$ cat src/rtl/kalman_sched.sv
// Round-robin scheduler sharing one Kalman filter core among N_CH sample streams.
// One sample is buffered per channel. A watchdog aborts transactions when the core hangs.
`timescale 1ns/1ps
module kalman_sched #(
  parameter int N_CH    = 4,
  parameter int DW      = 32,
  parameter int TIMEOUT = 64,
  localparam int CW     = (N_CH > 1) ? $clog2(N_CH) : 1
) (
  input  logic               clk,
  input  logic               rst,
  input  logic [N_CH-1:0]    ch_en,
  input  logic [N_CH-1:0]    in_valid,
  input  logic [N_CH*DW-1:0] in_data,
  output logic [N_CH-1:0]    in_ready,
  output logic               core_start,
  output logic [CW-1:0]      core_ch,
  output logic [DW-1:0]      core_data,
  input  logic               core_done,
  input  logic [DW-1:0]      core_result,
  output logic               out_valid,
  input  logic               out_ready,
  output logic [DW-1:0]      out_data,
  output logic [CW-1:0]      out_ch,
  output logic               err_pulse,
  output logic [7:0]         err_cnt
);

  localparam int WDW = $clog2(TIMEOUT);

  typedef enum logic [1:0] {IDLE, ISSUE, WAIT, OUT} state_t;

  state_t          state, state_nxt;
  logic [N_CH-1:0] buf_full;
  logic [DW-1:0]   buf_data [N_CH];
  logic [N_CH-1:0] req;
  logic [CW-1:0]   rr_ptr;
  logic [CW-1:0]   arb_gnt;
  logic [CW-1:0]   arb_idx;
  logic            arb_hit;
  logic [WDW-1:0]  wd;
  logic            timeout_hit;

  function automatic logic [7:0] sat_inc8(input logic [7:0] v);
    return (v == 8'hFF) ? v : v + 8'd1;
  endfunction

  assign req      = buf_full & ch_en;
  assign in_ready = ch_en & ~buf_full;

  // Search starts one past the last served channel, so it always comes last.
  always_comb begin
    arb_hit = 1'b0;
    arb_gnt = '0;
    arb_idx = '0;
    for (int k = 1; k <= N_CH; k++) begin
      arb_idx = CW'((int'(rr_ptr) + k) % N_CH);
      if (!arb_hit && req[arb_idx]) begin
        arb_hit = 1'b1;
        arb_gnt = arb_idx;
      end
    end
  end

  // core_done takes priority over an expiring watchdog in the same cycle.
  assign timeout_hit = (state == WAIT) && !core_done && (wd == WDW'(TIMEOUT - 1));

  always_comb begin
    state_nxt  = state;
    core_start = 1'b0;
    out_valid  = 1'b0;
    err_pulse  = 1'b0;
    case (state)
      IDLE:  if (arb_hit) state_nxt = ISSUE;
      ISSUE: begin
        core_start = 1'b1;
        state_nxt  = WAIT;
      end
      WAIT: begin
        if (core_done) begin
          state_nxt = OUT;
        end else if (timeout_hit) begin
          err_pulse = 1'b1;
          state_nxt = IDLE;
        end
      end
      OUT: begin
        out_valid = 1'b1;
        if (out_ready) state_nxt = IDLE;
      end
      default: state_nxt = IDLE;
    endcase
  end

  always_ff @(posedge clk or posedge rst) begin
    if (rst) begin
      state     <= IDLE;
      rr_ptr    <= CW'(N_CH - 1);
      buf_full  <= '0;
      wd        <= '0;
      core_ch   <= '0;
      core_data <= '0;
      out_data  <= '0;
      out_ch    <= '0;
      err_cnt   <= '0;
    end else begin
      state <= state_nxt;
      for (int i = 0; i < N_CH; i++) begin
        if (!ch_en[i])                                buf_full[i] <= 1'b0;
        else if (in_valid[i] && in_ready[i])          buf_full[i] <= 1'b1;
        else if (state == ISSUE && core_ch == CW'(i)) buf_full[i] <= 1'b0;
      end
      case (state)
        IDLE: begin
          if (arb_hit) begin
            core_ch   <= arb_gnt;
            core_data <= buf_data[arb_gnt];
          end
        end
        ISSUE: wd <= '0;
        WAIT: begin
          if (core_done) begin
            out_data <= core_result;
            out_ch   <= core_ch;
          end else if (timeout_hit) begin
            rr_ptr  <= core_ch;
            err_cnt <= sat_inc8(err_cnt);
          end else begin
            wd <= wd + WDW'(1);
          end
        end
        OUT: if (out_ready) rr_ptr <= core_ch;
        default: ;
      endcase
    end
  end

  // Sample storage carries no reset; buf_full alone qualifies it.
  always_ff @(posedge clk) begin
    for (int i = 0; i < N_CH; i++) begin
      if (in_valid[i] && in_ready[i]) buf_data[i] <= in_data[i*DW +: DW];
    end
  end

endmodule

$ cat config.mk
export PLATFORM = sky130hd
export DESIGN_NAME = kalman_sched
export DESIGN_NICKNAME = d
export VERILOG_FILES = /design/src/rtl/kalman_sched.sv
export SDC_FILE = /design/constraint.sdc
export NUM_CORES = 1
export LEC_CHECK = 0
export BUFFER_PORTS_ARGS = -buffer_cell sky130_fd_sc_hd__buf_2
export CORE_MARGIN = 1.5
export CORE_UTILIZATION = 47
export CTS_CLUSTER_DIAMETER = 60
export CTS_CLUSTER_SIZE = 28
export DETAILED_ROUTE_END_ITERATION = 10
export GPL_ROUTABILITY_DRIVEN = 1
export GPL_TIMING_DRIVEN = 0
export PLACE_DENSITY = 0.73
export SYNTH_ARGS = -nofsm -noshare
export SYNTH_HDL_FRONTEND = slang
export SYNTH_SLANG_ARGS = --single-unit
$ cat constraint.sdc
create_clock -name clk -period 3 [get_ports clk]
set_clock_uncertainty 0.15 [all_clocks]
set_input_delay 0.45 -clock clk [delete_from_list [all_inputs] [get_ports clk]]
set_output_delay 0.45 -clock clk [all_outputs]
set_load 0.05 [all_outputs]
Word-level counts from Yosys, hierarchy flattened
Memory sizes are Yosys's and may differ from the RTL's. A register that Yosys moved wholly into a read port is not among the register bits.
Cells that the tools add are included.
{ "totals": {"ram_bits": 128, "elab_cells": 125, "mem_count": 1, "out_inout_bits": 83, "ff_bits": 58} }
{ "mem_list": {"columns": ["memory", "words", "word_bits", "read_ports", "rd_clocked_by_memory_dff", "write_ports", "line_no", "source"], "rows": [
  ["buf_data", 4, 32, 1, 1, 4, "35", "logic [DW-1:0] buf_data [N_CH];"]
]} }
{ "classes": {"n_addsub": 6, "reduce_logical": 27, "n_mux": 53, "bitwise": 5, "n_lt_le_gt_ge": 4, "eq_ne": 18} }
{ "op_table": {"columns": ["cell", "count"], "rows": [
  ["1-bit two-way mux", 33],
  ["2-bit two-way mux", 11],
  ["1-bit logical AND", 13],
  ["2-bit by 3-bit < comparator with 1-bit output (second input constant)", 4],
  ["6-bit two-way mux", 2],
  ["3-bit by 1-bit inequality test with 1-bit output (second input constant)", 4],
  ["6-bit case mux with 2 select lines", 1],
  ["2-bit inequality test (second input constant)", 5],
  ["8-bit by 1-bit adder with 8-bit output (second input constant)", 1],
  ["4-bit bitwise AND", 2],
  ["1-bit binary-select mux with 2-bit select", 4],
  ["2-bit equality test (second input constant)", 4],
  ["8-bit equality test (second input constant)", 1],
  ["2-bit case mux with 4 select lines", 1],
  ["4-bit AND reduction", 2],
  ["6-bit by 1-bit adder with 6-bit output (second input constant)", 1],
  ["6-bit equality test (second input constant)", 1],
  ["3-bit AND reduction", 2],
  ["2-bit by 1-bit adder with 2-bit output (second input constant)", 2],
  ["2-bit adder (second input constant)", 2],
  ["2-bit by 1-bit equality test with 1-bit output (second input constant)", 2],
  ["1-bit zero test", 4],
  ["2-bit zero test", 2],
  ["4-bit inverter", 1],
  ["5 further kinds", 8]
]} }

Logic depth before layout (Yosys ltp)
{ "depth": {"depth_word": 15, "ltp_mapped": 7, "mapped_depth_nobuf": 6} }

Least setup slack after synthesis
OpenSTA, ideal clock, no wires.
{ "synth_timing": {"path_kind": "input to register", "startpoint": "input port ch_en[0]", "endpoint": "memory buf_data[0][0] (enable)", "path_buffers": 0, "slack_ns": 0.349, "t_arrival_ns": 2.109, "stages": 2, "required_time_ns": 2.458, "setup_ns": 0.392, "cell_sequence": "nor2b_1 and2_1"} }
{ "synth_lines": {"columns": ["item", "line_no", "source"], "rows": [
  ["from (decl)", "12", "input logic [N_CH-1:0] ch_en,"],
  ["to (decl)", "35", null]
]} }

Worst setup path in the final report
{ "layout_timing": {"startpoint": "register wd[0]", "endpoint": "output port err_pulse"} }
{ "layout_between": {"elab_chain_len": 5} }
{ "layout_lines": {"columns": ["item", "line_no", "source"], "rows": [
  ["from (decl)", "41", "logic [WDW-1:0] wd;"],
  ["from (signal assigned)", "129", "wd <= wd + WDW'(1);"],
  ["6-bit equality test", "66", "assign timeout_hit = (state == WAIT) && !core_done && (wd == WDW'(TIMEOUT - 1));"],
  ["1-bit logical AND", "66", null],
  ["1-bit two-way mux", "82", "end else if (timeout_hit) begin"],
  ["1-bit two-way mux", "80", "if (core_done) begin"],
  ["1-bit two-way mux", "73", "case (state)"],
  ["to (decl)", "25", "output logic err_pulse,"]
]} }
Every way passes these cells.

==> flow_metrics.tcl <==
set metrics [dict create \
    status "completed" \
    synth_nets 687 \
    routed_via_density 5.22 \
    worstPathMaxFanout 6 \
    cts.clk_slew.worst_paths_ps 100 \
    wire_per_inst_um 19.8 \
    ir_drop_v 0.000831 \
    final_cell_mix "buf_2, edfxtp_1, dlygate4sd3_1, dfrtp_1, mux2i_1" \
    setup_viol 0 \
    finalPower_mw 10.0 \
    r2r_end "core_data[15]" \
    dieArea_um2 19300 \
    clk_latency_ps 480 \
    postRouteAntennaNets 0 \
    cts_tree "done" \
    core_area_um2 18000 \
    worst_slew_pin_slew_ps 566 \
    relSlewSlack_pct 62.2 \
    hold_viol 0 \
    dpl.hpwl_um 14500 \
    cap_violations 0 \
    io_buffers 254 \
    reg2reg_depth 7 \
    power.density_nw_per_um2 825 \
    syn_area_um2 8660 \
    ys.flop_type "edfxtp_1" \
    r2r_slack_ps 800 \
    drt-pass1-iter-count 5 \
    first_iter_violations 287 \
    synthArstFlopShare_pct 41.3 \
    multiInputGateArea_um2 2320 \
    crit_path_start "wd[0]" \
    cts.path.max_buffers 3 \
    layout-drive-gt1-share_pct 39.9 \
    ys_warn_count 0 \
    areaGrowthSynthToFinish_pct 40.0 \
    io_pins 255 \
    cts_made_buffers 14 \
    grt_overflow_total 0 \
    layout.nets 1090 \
    max_freq_mhz 392 \
    grt_start_max_net_pins 62 \
    syn_inst 513 \
    cp_cell_sequence "ha_1, nand3_2, nor4_4, buf_2" \
    slowest_stage "dfrtp_1" \
    fin_crit_sh_pct 85.1 \
    grt_pass1_vias 6582 \
    ys_seq_elements 218 \
    drc 0 \
    cts.sinks 218 \
    setup_tns_ps 0 \
    ys_types 50 \
    rows 49 \
    grt_use_total_pct 23.7 \
    dieHeight_um 139 \
    required_ps 2400 \
    worstSetupPathType "register to output port" \
    start_kind "register" \
    yosysSeqAreaShare_pct 70.4 \
    antenna_cells 0 \
    drt-total-wl_um 22900 \
    cpPeakStageDelay_ps 450 \
    period_needed_ps 2550 \
    drv_slew 0 \
    gp_congestion 0.774 \
    cts_post_setup_buffers_inserted 0 \
    crit_path_end "err_pulse" \
    nFillCells 1222 \
    cts_root_buf "clkbuf_16" \
    p_leak_nw 5.16 \
    r2r_start "buf_full[0]" \
    crit_arrival_ps 1950 \
    seqCellArea_um2 6100 \
    syn_avg_cell_area_um2 16.9 \
    htreeDepth 1 \
    initial_core_util_pct 48.0 \
    antenna_found_initial 0 \
    rsz0062_at_grt "false" \
    synth_edf_count 128 \
    fp.dieW_um 139 \
    layout_commonest_cell "buf_2" \
    grt_pass1_wl_um 35400 \
    min_path_type "input pin to register" \
    endpoint_kind "output port" \
    vias 6020 \
]
## synth_stat cells (2+ instances only)
| master | number | area share (%) |
|---|---|---|
| buf_2 | 8 | 0.46 |
| nand2_1 | 48 | 2.1 |
| mux2i_1 | 65 | 7.5 |
| a21oi_1 | 4 | 0.23 |
| nand4_1 | 3 | 0.22 |
| inv_1 | 4 | 0.17 |
| o221ai_1 | 2 | 0.20 |
| buf_12 | 3 | 0.69 |
| and2_1 | 6 | 0.43 |
| and2b_1 | 3 | 0.26 |
| xor2_1 | 8 | 0.81 |
| mux2_1 | 20 | 2.6 |
| nand3_1 | 4 | 0.23 |
| ha_1 | 2 | 0.29 |
| and3_1 | 3 | 0.22 |
| nand3b_1 | 2 | 0.17 |
| or3_1 | 2 | 0.14 |
| dfrtp_1 | 88 | 25 |
| nand2b_1 | 2 | 0.14 |
| a31oi_1 | 2 | 0.14 |
| mux2_2 | 18 | 2.3 |
| o221ai_2 | 30 | 5.2 |
| nor2_1 | 12 | 0.52 |
| dfstp_2 | 2 | 0.61 |
| xnor2_1 | 3 | 0.30 |
| nor3_1 | 5 | 0.29 |
| buf_6 | 9 | 1.2 |
| edfxtp_1 | 128 | 44 |
| o21ai_0 | 6 | 0.35 |
## cell type report
cell class / count / share of cell area (%)
repair buffers: 387 / 22.0
plain buffers: 23 / 1.93
flip-flops and latches: 218 / 50.3
clock inverters: 8 / 0.836
multi-input cells: 268 / 19.1
well taps: 229 / 2.36
clock buffers: 16 / 3.30
inverters: 4 / 0.144
## critical path: cells and delay by family (launching register included)
kind                     cells  cell delay [ps]
AND/OR/NAND/NOR              2              470
flip-flops                   1              450
buffers and inverters        1              320
adder cells (fa/ha/maj)      1              240
## registers in the layout, indices dropped and copies added (netlist names)
name,cells
out_data,32
buf_data,128
out_ch,2
rr_ptr,2
err_cnt,8
state,2
core_ch,2
wd,6
core_data,32
buf_full,4
## layer usage
metal / wire length [µm] / vias to the layer above / part of all wire, % / track usage [%]
met5: 0 / - / 0 / 0
met4: 453 / 0 / 2.0 / 5.98
met3: 1620 / 32 / 7.1 / 4.56
met2: 12000 / 285 / 52 / 44.1
met1: 8840 / 2952 / 39 / 28.2
li1: - / 2751 / - / -
## stage by stage
| step | util [%] | hold WS (ps) | cell area [µm²] | worst slack, ps | std cells |
|---|---|---|---|---|---|
| floorplan | - | 332 | 8660 | 68.1 | 513 |
| global placement | 56.7 | 318 | 10200 | -1090 | 996 |
| detailed placement | 57.4 | 327 | 10300 | 644 | 1001 |
| CTS | 67.2 | 0.567 | 12100 | 419 | 1151 |
| global route | 67.3 | 18.0 | 12100 | 359 | 1153 |
| finish | 67.3 | 34.5 | 12100 | 447 | 1153 |
## logic make-up after synthesis
kind of cell / after synthesis / synth area share, %
buffers and inverters: 27 / 2.87
flip-flops: 218 / 70.4
AO/OA/AOI/OAI: 56 / 7.44
AND/OR/NAND/NOR: 96 / 5.42
XOR/XNOR: 11 / 1.11
multiplexers: 103 / 12.5
adder cells (fa/ha/maj): 2 / 0.289
## where the power goes
group | internal (mW) | switching, mW | leakage (nW)
registers | 3.76 | 0.344 | 2.30
logic | 1.17 | 2.64 | 2.62
clock network | 1.02 | 1.07 | 0.245
## worst min path at each step
stage | startpoint | to | slack, ps | depth (start not counted)
final | in_data[4] | buf_data[0][4] | 30 | 1
after global routing | in_data[4] | buf_data[0][4] | 20 | 1
after CTS | in_data[102] | buf_data[3][6] | 0.6 | 1
after detailed placement | out_data[15] | out_data[15] | 330 | 1
after global placement | out_data[20] | out_data[20] | 320 | 1
after floorplan | buf_full[0] | buf_full[0] | 330 | 1
## what timing repair did
action,CTS,global route
hold buffers,126,2
hold endpoints to repair,154,2
resized for setup,0,0
Power figures use the tool's default switching activity.
